[config.mk]
export PLATFORM = sky130hd
export DESIGN_NAME = dt_tree_walker
export DESIGN_NICKNAME = d
export VERILOG_FILES = /design/src/rtl/dt_tree_walker.sv
export SDC_FILE = /design/constraint.sdc
export NUM_CORES = 1
export LEC_CHECK = 0
export ABC_AREA = 1
export ABC_CLOCK_PERIOD_IN_PS = 1600
export CAP_MARGIN = 40
export CORE_AREA = 2 2 120 122
export CTS_BUF_LIST = sky130_fd_sc_hd__clkbuf_8
export DETAILED_ROUTE_END_ITERATION = 10
export DIE_AREA = 0 0 122 124
export DONT_BUFFER_PORTS = 1
export PLACE_DENSITY = 0.73
export SYNTH_ARGS = -nofsm -noshare
export SYNTH_HDL_FRONTEND = slang
export SYNTH_SLANG_ARGS = --single-unit
[constraint.sdc]
create_clock -name clk -period 1.6 [get_ports clk]
set_input_delay 0.16 -clock clk [delete_from_list [all_inputs] [get_ports clk]]
set_output_delay 0.16 -clock clk [all_outputs]
set_load 0.01 [all_outputs]
[src/rtl/dt_tree_walker.sv]
// Decision-tree walker: fetches node records, drives a shared Q32.32 comparator
// with feature/threshold pairs and follows its go_left result down to a leaf.
module dt_tree_walker #(
   parameter int unsigned NODE_AW     = 8,
   parameter int unsigned FEAT_AW     = 4,
   parameter int unsigned CLASS_W     = 4,
   parameter int unsigned MAX_DEPTH   = 16,
   parameter int unsigned CMP_TIMEOUT = 64
) (
   input  logic               clk,
   input  logic               rst_n,
   input  logic               start,
   output logic               busy,
   output logic               done,
   output logic               error,
   output logic [CLASS_W-1:0] class_out,
   output logic [4:0]         depth_out,
   output logic               node_rd_en,
   output logic [NODE_AW-1:0] node_addr,
   input  logic               node_is_leaf,
   input  logic [FEAT_AW-1:0] node_feat_idx,
   input  logic [63:0]        node_threshold,
   input  logic [NODE_AW-1:0] node_left,
   input  logic [NODE_AW-1:0] node_right,
   input  logic [CLASS_W-1:0] node_class,
   output logic [FEAT_AW-1:0] feat_idx,
   input  logic [63:0]        feat_data,
   output logic               cmp_en,
   output logic [63:0]        cmp_feature,
   output logic [63:0]        cmp_threshold,
   input  logic               cmp_go_left,
   input  logic               cmp_done
);

   localparam int unsigned DEPTH_W = 5;
   localparam int unsigned TMO_W   = 7;
   localparam int unsigned DATA_W  = 64;

   typedef enum logic [2:0] {
      S_IDLE,
      S_FETCH,
      S_DECODE,
      S_COMPARE,
      S_RELEASE,
      S_DONE
   } state_e;

   state_e               state_q, state_d;
   logic [NODE_AW-1:0]   cur_addr_q, cur_addr_d;
   logic [NODE_AW-1:0]   left_q, left_d;
   logic [NODE_AW-1:0]   right_q, right_d;
   logic [DEPTH_W-1:0]   depth_q, depth_d;
   logic [TMO_W-1:0]     tmo_q, tmo_d;
   logic                 busy_q, busy_d;
   logic                 done_q, done_d;
   logic                 error_q, error_d;
   logic [CLASS_W-1:0]   class_q, class_d;
   logic [DEPTH_W-1:0]   depth_out_q, depth_out_d;
   logic                 node_rd_en_q, node_rd_en_d;
   logic [NODE_AW-1:0]   node_addr_q, node_addr_d;
   logic                 cmp_en_q, cmp_en_d;
   logic [DATA_W-1:0]    cmp_feature_q, cmp_feature_d;
   logic [DATA_W-1:0]    cmp_threshold_q, cmp_threshold_d;

   // State register and registered outputs
   always_ff @(posedge clk or negedge rst_n) begin
      if (!rst_n) begin
         state_q         <= S_IDLE;
         cur_addr_q      <= '0;
         left_q          <= '0;
         right_q         <= '0;
         depth_q         <= '0;
         tmo_q           <= '0;
         busy_q          <= 1'b0;
         done_q          <= 1'b0;
         error_q         <= 1'b0;
         class_q         <= '0;
         depth_out_q     <= '0;
         node_rd_en_q    <= 1'b0;
         node_addr_q     <= '0;
         cmp_en_q        <= 1'b0;
         cmp_feature_q   <= '0;
         cmp_threshold_q <= '0;
      end else begin
         state_q         <= state_d;
         cur_addr_q      <= cur_addr_d;
         left_q          <= left_d;
         right_q         <= right_d;
         depth_q         <= depth_d;
         tmo_q           <= tmo_d;
         busy_q          <= busy_d;
         done_q          <= done_d;
         error_q         <= error_d;
         class_q         <= class_d;
         depth_out_q     <= depth_out_d;
         node_rd_en_q    <= node_rd_en_d;
         node_addr_q     <= node_addr_d;
         cmp_en_q        <= cmp_en_d;
         cmp_feature_q   <= cmp_feature_d;
         cmp_threshold_q <= cmp_threshold_d;
      end
   end

   // Next-state logic; registered strobes are derived from the state being entered
   always_comb begin
      state_d         = state_q;
      cur_addr_d      = cur_addr_q;
      left_d          = left_q;
      right_d         = right_q;
      depth_d         = depth_q;
      tmo_d           = tmo_q;
      error_d         = error_q;
      class_d         = class_q;
      depth_out_d     = depth_out_q;
      node_addr_d     = node_addr_q;
      cmp_feature_d   = cmp_feature_q;
      cmp_threshold_d = cmp_threshold_q;
      feat_idx        = '0;

      case (state_q)
         S_IDLE: begin
            if (start) begin
               state_d     = S_FETCH;
               cur_addr_d  = '0;
               depth_d     = '0;
               class_d     = '0;
               depth_out_d = '0;
               error_d     = 1'b0;
            end
         end
         S_FETCH: begin
            state_d = S_DECODE;
         end
         S_DECODE: begin
            feat_idx = node_feat_idx;
            if (node_is_leaf) begin
               class_d = node_class;
               error_d = 1'b0;
               state_d = S_DONE;
            end else if (depth_q == DEPTH_W'(MAX_DEPTH)) begin
               error_d = 1'b1;
               class_d = '0;
               state_d = S_DONE;
            end else begin
               cmp_feature_d   = feat_data;
               cmp_threshold_d = node_threshold;
               left_d          = node_left;
               right_d         = node_right;
               tmo_d           = '0;
               state_d         = S_COMPARE;
            end
         end
         S_COMPARE: begin
            if (cmp_done) begin
               cur_addr_d = cmp_go_left ? left_q : right_q;
               if (depth_q < DEPTH_W'(MAX_DEPTH)) begin
                  depth_d = depth_q + DEPTH_W'(1);
               end
               state_d = S_RELEASE;
            end else if (tmo_q == TMO_W'(CMP_TIMEOUT - 1)) begin
               error_d = 1'b1;
               class_d = '0;
               state_d = S_DONE;
            end else begin
               tmo_d = tmo_q + TMO_W'(1);
            end
         end
         // One cycle with cmp_en low lets the comparator drop its done flag
         S_RELEASE: begin
            state_d = S_FETCH;
         end
         S_DONE: begin
            state_d = S_IDLE;
         end
         default: begin
            state_d = S_IDLE;
         end
      endcase

      busy_d       = (state_d != S_IDLE);
      done_d       = (state_d == S_DONE);
      node_rd_en_d = (state_d == S_FETCH);
      cmp_en_d     = (state_d == S_COMPARE);
      if (state_d == S_FETCH) begin
         node_addr_d = cur_addr_d;
      end
      if (state_d == S_DONE) begin
         depth_out_d = depth_d;
      end
   end

   assign busy          = busy_q;
   assign done          = done_q;
   assign error         = error_q;
   assign class_out     = class_q;
   assign depth_out     = depth_out_q;
   assign node_rd_en    = node_rd_en_q;
   assign node_addr     = node_addr_q;
   assign cmp_en        = cmp_en_q;
   assign cmp_feature   = cmp_feature_q;
   assign cmp_threshold = cmp_threshold_q;

endmodule

======== Word-level counts from Yosys, hierarchy flattened ========
Cells that the tools add are included.
storage, ports and cells
  flip-flop bits (word level) ............. 189
  input port bits ......................... 158
  output and inout port bits .............. 154
operators by class
  $add $sub $neg .......................... 2
  magnitude comparators ................... 1
  equal/unequal tests ..................... 16
  multiplexer cells ....................... 35
  bitwise operators ....................... 2
  reduce and logical (&&, ||, !) cells .... 10
operators by type and width
  operator                                                          number
  5-bit 2-to-1 mux                                                  6
  7-bit 2-to-1 mux                                                  4
  4-bit 2-to-1 mux                                                  6
  8-bit 2-to-1 mux                                                  3
  8-bit case mux with 2 select lines                                1
  3-bit 2-to-1 mux                                                  5
  3-bit case mux with 5 select lines                                1
  7-bit case mux with 2 select lines                                1
  2-bit != test (second input constant)                             6
  4-bit case mux with 3 select lines                                1
  5-bit case mux with 2 select lines                                1
  5-bit AND reduction                                               2
  3-bit by 2-bit == test with 1-bit output (second input constant)  3
  7-bit by 1-bit adder with 7-bit output (second input constant)    1
  7-bit by 6-bit == test with 1-bit output (second input constant)  1
  3-bit by 1-bit == test with 1-bit output (second input constant)  2
  3-bit == test (second input constant)                             2
  2-bit nonzero test                                                3
  3-bit nonzero test                                                2
  5-bit by 1-bit adder with 5-bit output (second input constant)    1
  5-bit == test (second input constant)                             1
  5-bit < comparator (second input constant)                        1
  1-bit 2-to-1 mux                                                  5
  3-bit logical NOT                                                 1
  other kinds (5)                                                   6

======== Longest topological paths before layout ========
Gate-level depths: netlist (run 1).
  word-level depth ........................ 7
  depth in mapped cells ................... 11
  mapped depth without buffers ............ 11

======== Worst setup path after synthesis (run 1) ========
OpenSTA, ideal clock, no wires.
  path kind ............................... flip-flop to flip-flop
  start ................................... reg depth_q[0]
  end ..................................... reg cmp_feature_q[10] (netlist: cmp_feature[10])
  setup time .............................. 0.065 ns
  arrival ................................. 1.453 ns
  required time ........................... 1.535 ns
  path slack .............................. 0.082 ns
  cell stages (with the launch flop) ...... 12
  path buffers ............................ 2
  period minus slack after synthesis ...... 1.518 ns
  cells stage by stage .................... dfrtp_1 inv_1 ha_1 nand2_1 inv_1 nand2_1 nand2_1 nor2_4 buf_6 buf_2 nand2_1 nand2_1
on the way
  word-level cells in the longest chain between the ends .. 3
ends and longest elaborated chain
  what                                  line  text
  start, declared                       52    logic [DEPTH_W-1:0] depth_q, depth_d;
  start signal, assigned                89    depth_q <= depth_d;
  5-bit == test                         140   end else if (depth_q == DEPTH_W'(MAX_DEPTH)) begin
  1-bit inverter (no source line)       -
  3-bit AND reduction (no source line)  -
  end signal, assigned                  99    cmp_feature_q <= cmp_feature_d;
  end, declared                         62    logic [DATA_W-1:0] cmp_feature_q, cmp_feature_d;
Every way passes these cells.
A chain may end at the register's enable or synchronous reset.

======== Final worst setup path (run 1) ========
  start ................................... reg depth_q[0]
  end ..................................... reg cmp_feature_q[1] (netlist: cmp_feature[1])
The elaborated chain is that of the path after synthesis.

==> impl_metrics.ini, run 1 <==
[worst_setup_path]
cp_top_family = buffers and inverters
slowest_stage = dfrtp_1
cp.depth = 12
worstPathArrival_ps = 2040
worstSetupEndpoint = cmp_feature[1]
crit_required_ps = 2000
start_kind = flop
critical_path.max_stage_delay_ps = 370
crit_top_cell = nand2_2
path_max_fanout = 8
path_buf_inv = 5
rr_worst_depth = 12
worstSetupPathType = flop to flop
regToRegSetupSlack_ps = -40
r2r-start = depth_q[0]
r2r_end = cmp_feature[1]
endpoint_kind = flop
path_cells = inv_2 -> ha_4 -> nand2_1 -> inv_1 -> nand2_2 -> nand2_2 -> nor2_4 -> buf_12 -> buf_12 -> buf_16 -> nand2_2 -> nand2_2
startpoint = depth_q[0]

[grt]
grt-ovfl-total = 0
antenna_found_initial = 3
grt_first_pass_wirelength_mm = 33.1
track_usage_pct = 28.7
grt_pass1_vias = 6569
grt_max_degree = 190

[timing]
worstMarginPinSlew_ps = 551
holdWs_ps = -611
setup-violations-final = 41
final.min_clock_period_ps = 1640
rsz0062_at_grt = yes
fmax_ghz = 0.609
layout_setup_ws_ps = -41.6
finalMaxSlewViolations = 0
slew_headroom_pct = 63.1
fin_crit_sh_pct = 103
hold_viol_final = 189
setup_tns_ps = -521
clock_skew_ps = 13.5

[pwr]
power.leakage_nw = 6.03
p_per_area_mw_per_mm2 = 1730
ir_worst_vdd_mv = 0.938

[floorplan]
io_pins = 312
initial_utilization_pct = 55.3
die_area_sq_mm = 0.0151
coreArea_sq_mm = 0.0137
fp.dieH_um = 124
fp.dieW_um = 122
std_cell_rows = 43

[clock_network]
clock_path_buffers = 2
cts_root_buffer = clkbuf_8
cts_inserted_buffers = 17
clkTransAtPathRegs_ps = 100
ctsHtreeMaxLevel = 4
clkLatencyLatePin_ps = 460
cts_tree = built
cts_sinks = 189

[final_layout]
drive_above_1_share_pct = 26.7
syn_to_final_growth_pct = 48.6
fillers = 716
design_area_sq_mm = 0.0113
seq_area_sq_mm = 0.00473
multiInputGateArea_sq_mm = 0.00334
nets = 1225

[placed_design]
place_area_sq_mm = 0.00801
hpwl_mm = 13.1
port-buffer-count = 0
gp_congestion = 0.874
pre_cts_ws_ps = -84.9

[logic_synthesis]
synth_top_cell_area_share_pct = 62.3
netlist_instances = 867
syn_avg_cell_area_sq_um = 8.76
async_flop_share_pct = 100
synth_ff_type = dfrtp_1
syn-num-nets = 1028
netlist_top_cells_area = dfrtp_1 62%, nand2_1 25%, o21ai_0 1.7%
yosys_warnings = 0
seq_area_frac_synth_pct = 62.3
yosys.area.top_type = dfrtp_1
synth.distinct_cells = 31
synth-seq-cells = 189
synth_commonest_cells = 501 x nand2_1, 189 x dfrtp_1, 28 x inv_1, 26 x o21ai_0, 20 x nor2_1
synth_edf_count = 0
syn-cell-area_sq_mm = 0.00759
yosys.cell_count.top_type = nand2_1

[flow_run]
drv_cap = 0

[detailed_routing]
drt_first_pass_iters = 5
num_vias = 6977
drc = 0
viasPerCell = 5.54
drtIter0Drc = 577
routed_wl_mm = 26.6
wl_per_cell_um = 21.2
ant_nets = 0

[worst_hold_path]
hold_path.class = input port to asynchronous set/reset pin

[status]
violations = hold timing, setup timing
outcome = complete, but fails checks
[worst reg2reg max path, delay by kind of cell (launching register included)]
kind / cells / cell delay [ps]
DFF: 1 / 370
and+or+nand+nor: 6 / 490
adders and majority gates: 1 / 150
buffers and inverters: 5 / 590
[where the power goes]
group | internal, mW | switching, mW | leakage [nW] | total (mW)
Clock | 1.74 | 1.75 | 0.222 | 3.49
Combinational | 2.84 | 3.89 | 3.39 | 6.73
Sequential | 6.78 | 2.48 | 2.41 | 9.26
Total | 11.4 | 8.12 | 6.03 | 19.5
[area by class of cell]
type / instances / area share (%)
clock inverter: 11 / 1.38
tap: 180 / 2.00
sequential: 189 / 42.0
timing repair buffer: 211 / 21.3
multi-input combinational: 613 / 29.7
clock buffer: 21 / 2.56
inverter: 32 / 1.07
antenna: 2 / 0.0444
[per-stage QoR]
stage | utilization, % | cells | hold WS (ps) | power, mW
after floorplan | - | 867 | -136 | 11.8
final | 82.2 | 1259 | -611 | 19.5
after CTS | 73.6 | 1235 | -631 | 17.4
after global routing | 82.2 | 1259 | -648 | 20.5
after detailed placement | 58.4 | 1046 | -130 | 13.5
after global placement | 58.4 | 1046 | -128 | 13.3
[flip-flops by register name, summed over array words and instances (netlist names), 4 cells and up]
| signal | count |
|---|---|
| depth_q | 5 |
| right_q | 8 |
| left_q | 8 |
| tmo_q | 7 |
| cmp_threshold | 64 |
| node_addr | 8 |
| cmp_feature | 64 |
| class_out | 4 |
| cur_addr_q | 8 |
| depth_out | 5 |
[how the worst min path moves through the flow]
| stage | startpoint | end | slack, ps | cells after the start |
|---|---|---|---|---|
| 4_1_cts | rst_n | cmp_feature[48] | -630 | 0 |
| 2_1_floorplan | rst_n | busy | -140 | 0 |
| 3_3_place_gp | rst_n | cmp_feature[36] | -130 | 0 |
| 5_1_grt | rst_n | cmp_feature[29] | -650 | 0 |
| 6_report | rst_n | state_q[0] | -610 | 0 |
| 3_5_place_dp | rst_n | cmp_feature[36] | -130 | 0 |
[per-layer routing]
layer	vias up	track usage, %	share of wire, %
met4	2	12.7	5.4
met2	455	46.9	51
li1	3059	-	-
met5	-	0	0.041
met1	3327	34.9	35
met3	134	9.57	8.9
[kinds of logic (layout without fill, tap and decap cells)]
group	count (synthesis)	count (layout)	synth area share, %
AOI/OAI and AO/OA	47	47	3.38
and+or+nand+nor	561	562	29.5
DFF	189	189	62.3
other	0	2	0
adders and majority gates	3	3	0.495
xor gates and xnor gates	1	1	0.115
buffers and inverters	66	275	4.24
[cell usage in the layout (no fill, tap or decap), types with 3 or more instances in the layout]
| cell type | instances |
|---|---|
| o21ai_2 | 6 |
| nand2_4 | 64 |
| a21oi_1 | 4 |
| nand3_2 | 3 |
| clkbuf_8 | 21 |
| nor2_2 | 5 |
| buf_12 | 12 |
| nand2_2 | 98 |
| dfrtp_1 | 186 |
| nand2_1 | 345 |
| nor2_4 | 8 |
| inv_1 | 27 |
| nand3_1 | 18 |
| inv_2 | 6 |
| nor2_1 | 14 |
| o21ai_1 | 13 |
| dfrtp_2 | 3 |
| bufinv_16 | 3 |
| buf_8 | 7 |
| buf_4 | 25 |
| clkbuf_16 | 11 |
| a31oi_1 | 3 |
| dlygate4sd3_1 | 153 |
| o21ai_0 | 16 |
[what timing repair did]
item | 4_1_cts | 5_1_grt
resized for setup | 21 | 251
setup buffers | 4 | 6
pin swaps | 3 | 19
setup endpoints to repair | 151 | 170
hold buffers | 152 | 1
endpoints found under the hold margin | 351 | 190
gates cloned | 1 | 15
No activity file was read; power rests on OpenSTA's default activity.
==> run 2, diff against run 1 <==
- ABC_CLOCK_PERIOD_IN_PS: 1600 -> 1700
- CORE_AREA: 2 2 120 122 -> 2 2 119 121
- DIE_AREA: 0 0 122 124 -> 0 0 121 123
- PLACE_DENSITY: 0.73 -> 0.71
- SLEW_MARGIN: not set -> 40
- clock period: 1.6 -> 1.7 ns (I/O delays scaled with it)
==> impl_metrics.ini, run 2 (synthesized netlist as in run 1, its figures left out) <==
[status]
outcome = complete, but fails checks
violations = hold timing

[timing]
setup_tns_ps = 0
fmax_ghz = 0.596
clock_skew_ps = 14.4
finalMaxSlewViolations = 0
holdWs_ps = -599
fin_crit_sh_pct = 98.6
slew_headroom_pct = 67.7
layout_setup_ws_ps = 23.3
rsz0062_at_grt = yes
setup-violations-final = 0
hold_viol_final = 189
worstMarginPinSlew_ps = 483
final.min_clock_period_ps = 1680

[floorplan]
fp.dieH_um = 123
coreArea_sq_mm = 0.0136
io_pins = 312
fp.dieW_um = 121
std_cell_rows = 43
initial_utilization_pct = 55.8
die_area_sq_mm = 0.0149

[grt]
grt-ovfl-total = 0
grt_first_pass_wirelength_mm = 33.0
antenna_found_initial = 0
grt_pass1_vias = 6820
grt_max_degree = 190
track_usage_pct = 28.8

[placed_design]
gp_congestion = 0.780
hpwl_mm = 12.6
pre_cts_ws_ps = 41.3
port-buffer-count = 0

[final_layout]
drive_above_1_share_pct = 8.11
final_common_cell = nand2_1
final_cell_mix = 498 x nand2_1, 186 x dfrtp_1, 152 x dlygate4sd3_1
syn_to_final_growth_pct = 29.6
nets = 1185

[worst_setup_path]
endpoint_kind = flop
r2r_end = cmp_threshold[26]
regToRegSetupSlack_ps = 20
path_max_fanout = 33
worstSetupPathType = flop to flop
rr_worst_depth = 11
worstPathArrival_ps = 2060
r2r-start = depth_q[0]
start_kind = flop
crit_required_ps = 2080

[clock_network]
clock_path_buffers = 2
cts_inserted_buffers = 17
clkLatencyLatePin_ps = 460
cts_hold_buf = 152
cts_sinks = 189
cts_tree = built
ctsHtreeMaxLevel = 4
clkTransAtPathRegs_ps = 90
cts_root_buffer = clkbuf_8

[detailed_routing]
viasPerCell = 5.35
routed_wl_mm = 21.9
drtIter0Drc = 613
num_vias = 6507
wl_per_cell_um = 18.0
drc = 0
ant_nets = 0
drt_first_pass_iters = 5

[pwr]
ir_worst_vdd_mv = 1.08
power.leakage_nw = 5.15
p_per_area_mw_per_mm2 = 1620

[worst_hold_path]
hold_path.class = input port to asynchronous set/reset pin

[flow_run]
drv_cap = 0
run 2: timing repair:
item / CTS / global route
gates resized for setup: 0 / 19
buffers inserted: 0 / 4
hold endpoints to repair: 354 / 189
setup endpoints to repair: 0 / 174
run 2: report_power, final:
part | leakage [nW] | switching (mW) | internal [mW] | total (mW)
registers | 2.41 | 2.23 | 6.39 | 8.62
logic | 2.53 | 2.73 | 1.75 | 4.48
clock network | 0.200 | 1.60 | 1.25 | 2.85
run 2: how the worst max path moves through the flow:
stage,from,to
5_1_grt,depth_q[0],cmp_threshold[26]
6_report,depth_q[0],cmp_threshold[26]
2_1_floorplan,depth_q[0],cmp_feature[10]
3_5_place_dp,state_q[2],depth_out[3]
4_1_cts,state_q[2],depth_out[3]
3_3_place_gp,depth_q[0],left_q[0]
run 2: metal layers:
layer  part of all wire, %  GRT usage, %  up-vias
met5                     0             0        -
met4                   3.1          12.5        0
met3                   8.7          9.50       61
met2                    51          49.0      360
met1                    37          33.6     3119
li1                      -             -     2967
run 2: cell type report:
| cell class | count | area (sq um) |
|---|---|---|
| diodes | 1 | 2.50 |
| repair buffers | 171 | 1790 |
| flip-flops and latches | 189 | 4730 |
| clock inverters | 12 | 113 |
| clock buffers | 19 | 262 |
| well taps | 180 | 225 |
| fillers | 912 | 3770 |
| multi-input cells | 613 | 2590 |
| inverters | 32 | 120 |
run 2: worst max-delay path: stages, from the launching register on:
cell     delay (ps)
dfrtp_1         380
inv_2            60
ha_1            180
nand2_1          60
inv_1            40
nand2_2          90
nand2_2          90
nor2_4          180
buf_12          170
buf_12          180
nand2_1          80
nand2_1          80
run 2: metrics by stage:
stage	total power, mW	cell area [sq um]	std cells	util, %
after global placement	12.2	7830	1027	57.5
after global routing	17.0	9840	1216	72.3
after floorplan	11.1	7590	867	-
after detailed placement	12.4	7830	1027	57.5
final	15.9	9840	1217	72.3
after CTS	15.6	9720	1210	71.4
==> run 3, diff against run 2 <==
- CORE_AREA: 2 2 119 121 -> 2 2 122 124
- DIE_AREA: 0 0 121 123 -> 0 0 124 126
- PLACE_DENSITY: 0.71 -> 0.68
==> impl_metrics.ini, run 3 (synthesized netlist as in run 1, its figures left out) <==
[detailed_routing]
viasPerCell = 5.45
drt_first_pass_iters = 5
drc = 0
num_vias = 6733
ant_nets = 0
drtIter0Drc = 530
routed_wl_mm = 24.3
wl_per_cell_um = 19.7

[final_layout]
n_antenna_cell = 0
final_common_cell = nand2_1
instances_no_fill = 1235
drive_above_1_share_pct = 16.5
final_cell_mix = 430 x nand2_1, 187 x dfrtp_1, 153 x dlygate4sd3_1
fillers = 941
syn_to_final_growth_pct = 38.9
nets = 1199

[timing]
hold_viol_final = 189
final.min_clock_period_ps = 1730
rsz0062_at_grt = yes
slew_headroom_pct = 70.2
worstMarginPinSlew_ps = 446
fmax_ghz = 0.577
setup-violations-final = 2
setup_tns_ps = -57.0
fin_crit_sh_pct = 102
holdWs_ps = -592
finalMaxSlewViolations = 0
layout_setup_ws_ps = -32.9
clock_skew_ps = 17.9

[worst_setup_path]
critical_path.max_stage_delay_ps = 370
path_max_fanout = 7
worstSetupPathType = flop to flop
worstPathArrival_ps = 2120
path_buf_inv = 4
cp_top_family = simple AND/OR/NAND/NOR gates
path_cells = inv_2 -> ha_4 -> nand2_2 -> inv_2 -> nand2_4 -> nand2_4 -> nor2_4 -> clkbuf_16 -> clkbuf_16 -> nand2_2 -> nand2_1
endpoint_kind = flop
slowest_stage = dfrtp_1
crit_required_ps = 2090
start_kind = flop

[floorplan]
fp.dieW_um = 124
coreArea_sq_mm = 0.0143
io_pins = 312
fp.dieH_um = 126
die_area_sq_mm = 0.0156
initial_utilization_pct = 53.0
std_cell_rows = 44

[grt]
grt_pass1_vias = 6760
track_usage_pct = 27.2
grt-ovfl-total = 0
grt_max_degree = 190
grt_first_pass_wirelength_mm = 32.8
antenna_found_initial = 0

[pwr]
power.leakage_nw = 5.49
ir_worst_vdd_mv = 0.841
power_mw = 17.1
p_per_area_mw_per_mm2 = 1630

[clock_network]
cts_root_buffer = clkbuf_8
cts_sinks = 189
clkLatencyLatePin_ps = 460
clkTransAtPathRegs_ps = 90
cts_inserted_buffers = 17
cts_tree = built
clock_path_buffers = 2
cts_hold_buf = 153
ctsHtreeMaxLevel = 4

[placed_design]
gp_congestion = 0.898
dpl.cell_count = 1031
port-buffer-count = 0
hpwl_mm = 13.0

[status]
outcome = complete, but fails checks
violations = hold timing, setup timing

[worst_hold_path]
hold_path.class = input port to asynchronous set/reset pin

[flow_run]
drv_cap = 0
## run 3: changes by cell type in the layout (fill, tap and decap cells not counted), sizes merged
cell,delta
bufinv,+2
clkinvlp,+4
buf,+3
clkinv,-4
inv,+1
diode,-1
dlygate4sd3,+1
clkbuf,+8
## run 3: worst paths after layout
check,from,to,slack (ps),cells past startpoint
hold reg to reg,right_q[3],right_q[3],490,2
max in group asynchronous,rst_n,cmp_threshold[38],2090,0
setup / recovery,depth_q[0],cmp_feature[23],-30,11
setup reg to reg,depth_q[0],cmp_feature[23],-30,11
hold / removal,rst_n,cmp_feature[14],-590,0
min in group clk,cmp_go_left,cur_addr_q[5],40,2
## run 3: timing repair
item / CTS / global route
resized for setup: 8 / 126
pin swaps: 0 / 27
endpoints found under the setup margin: 80 / 171
hold endpoints to repair: 350 / 189
gates cloned: 0 / 18
buffers inserted: 0 / 1
## run 3: layer usage
layer | GRT usage [%] | wire [um] | up-vias
li1 | - | - | 3007
met1 | 31.3 | 9030 | 3246
met2 | 44.7 | 12300 | 401
met3 | 9.10 | 2160 | 79
met4 | 14.7 | 787 | 0
met5 | 0 | 0 | -
## run 3: per-stage QoR
step	setup slack, ps	util, %	area [sq um]
floorplan	182	-	7590
global placement	26.0	54.3	7770
detailed placement	-36.2	54.3	7770
CTS	11.8	68.1	9750
global route	-104	73.7	10500
finish	-32.9	73.7	10500
## run 3: layout make-up
class                      instances  area [sq um]  share of cell area [%]
sequential                       189          4730                    44.9
clock buffer                      17           234                    2.22
tap                              184           230                    2.18
multi-input combinational        613          2930                    27.8
clock inverter                    15           198                    1.87
timing repair buffer             185          2100                    19.9
inverter                          32           120                    1.14
## run 3: worst register-to-register path, cell delays in order, from the launching register on
cell       delay [ps]
dfrtp_1           370
inv_2              70
ha_4              160
nand2_2            60
inv_2              40
nand2_4            70
nand2_4            60
nor2_4            260
clkbuf_16         250
clkbuf_16         190
nand2_2            70
nand2_1            80
## run 3: power breakdown
part / total, mW / internal (mW) / switching (mW)
Sequential: 8.62 / 6.38 / 2.23
Combinational: 5.34 / 2.16 / 3.18
Clock: 3.19 / 1.50 / 1.69
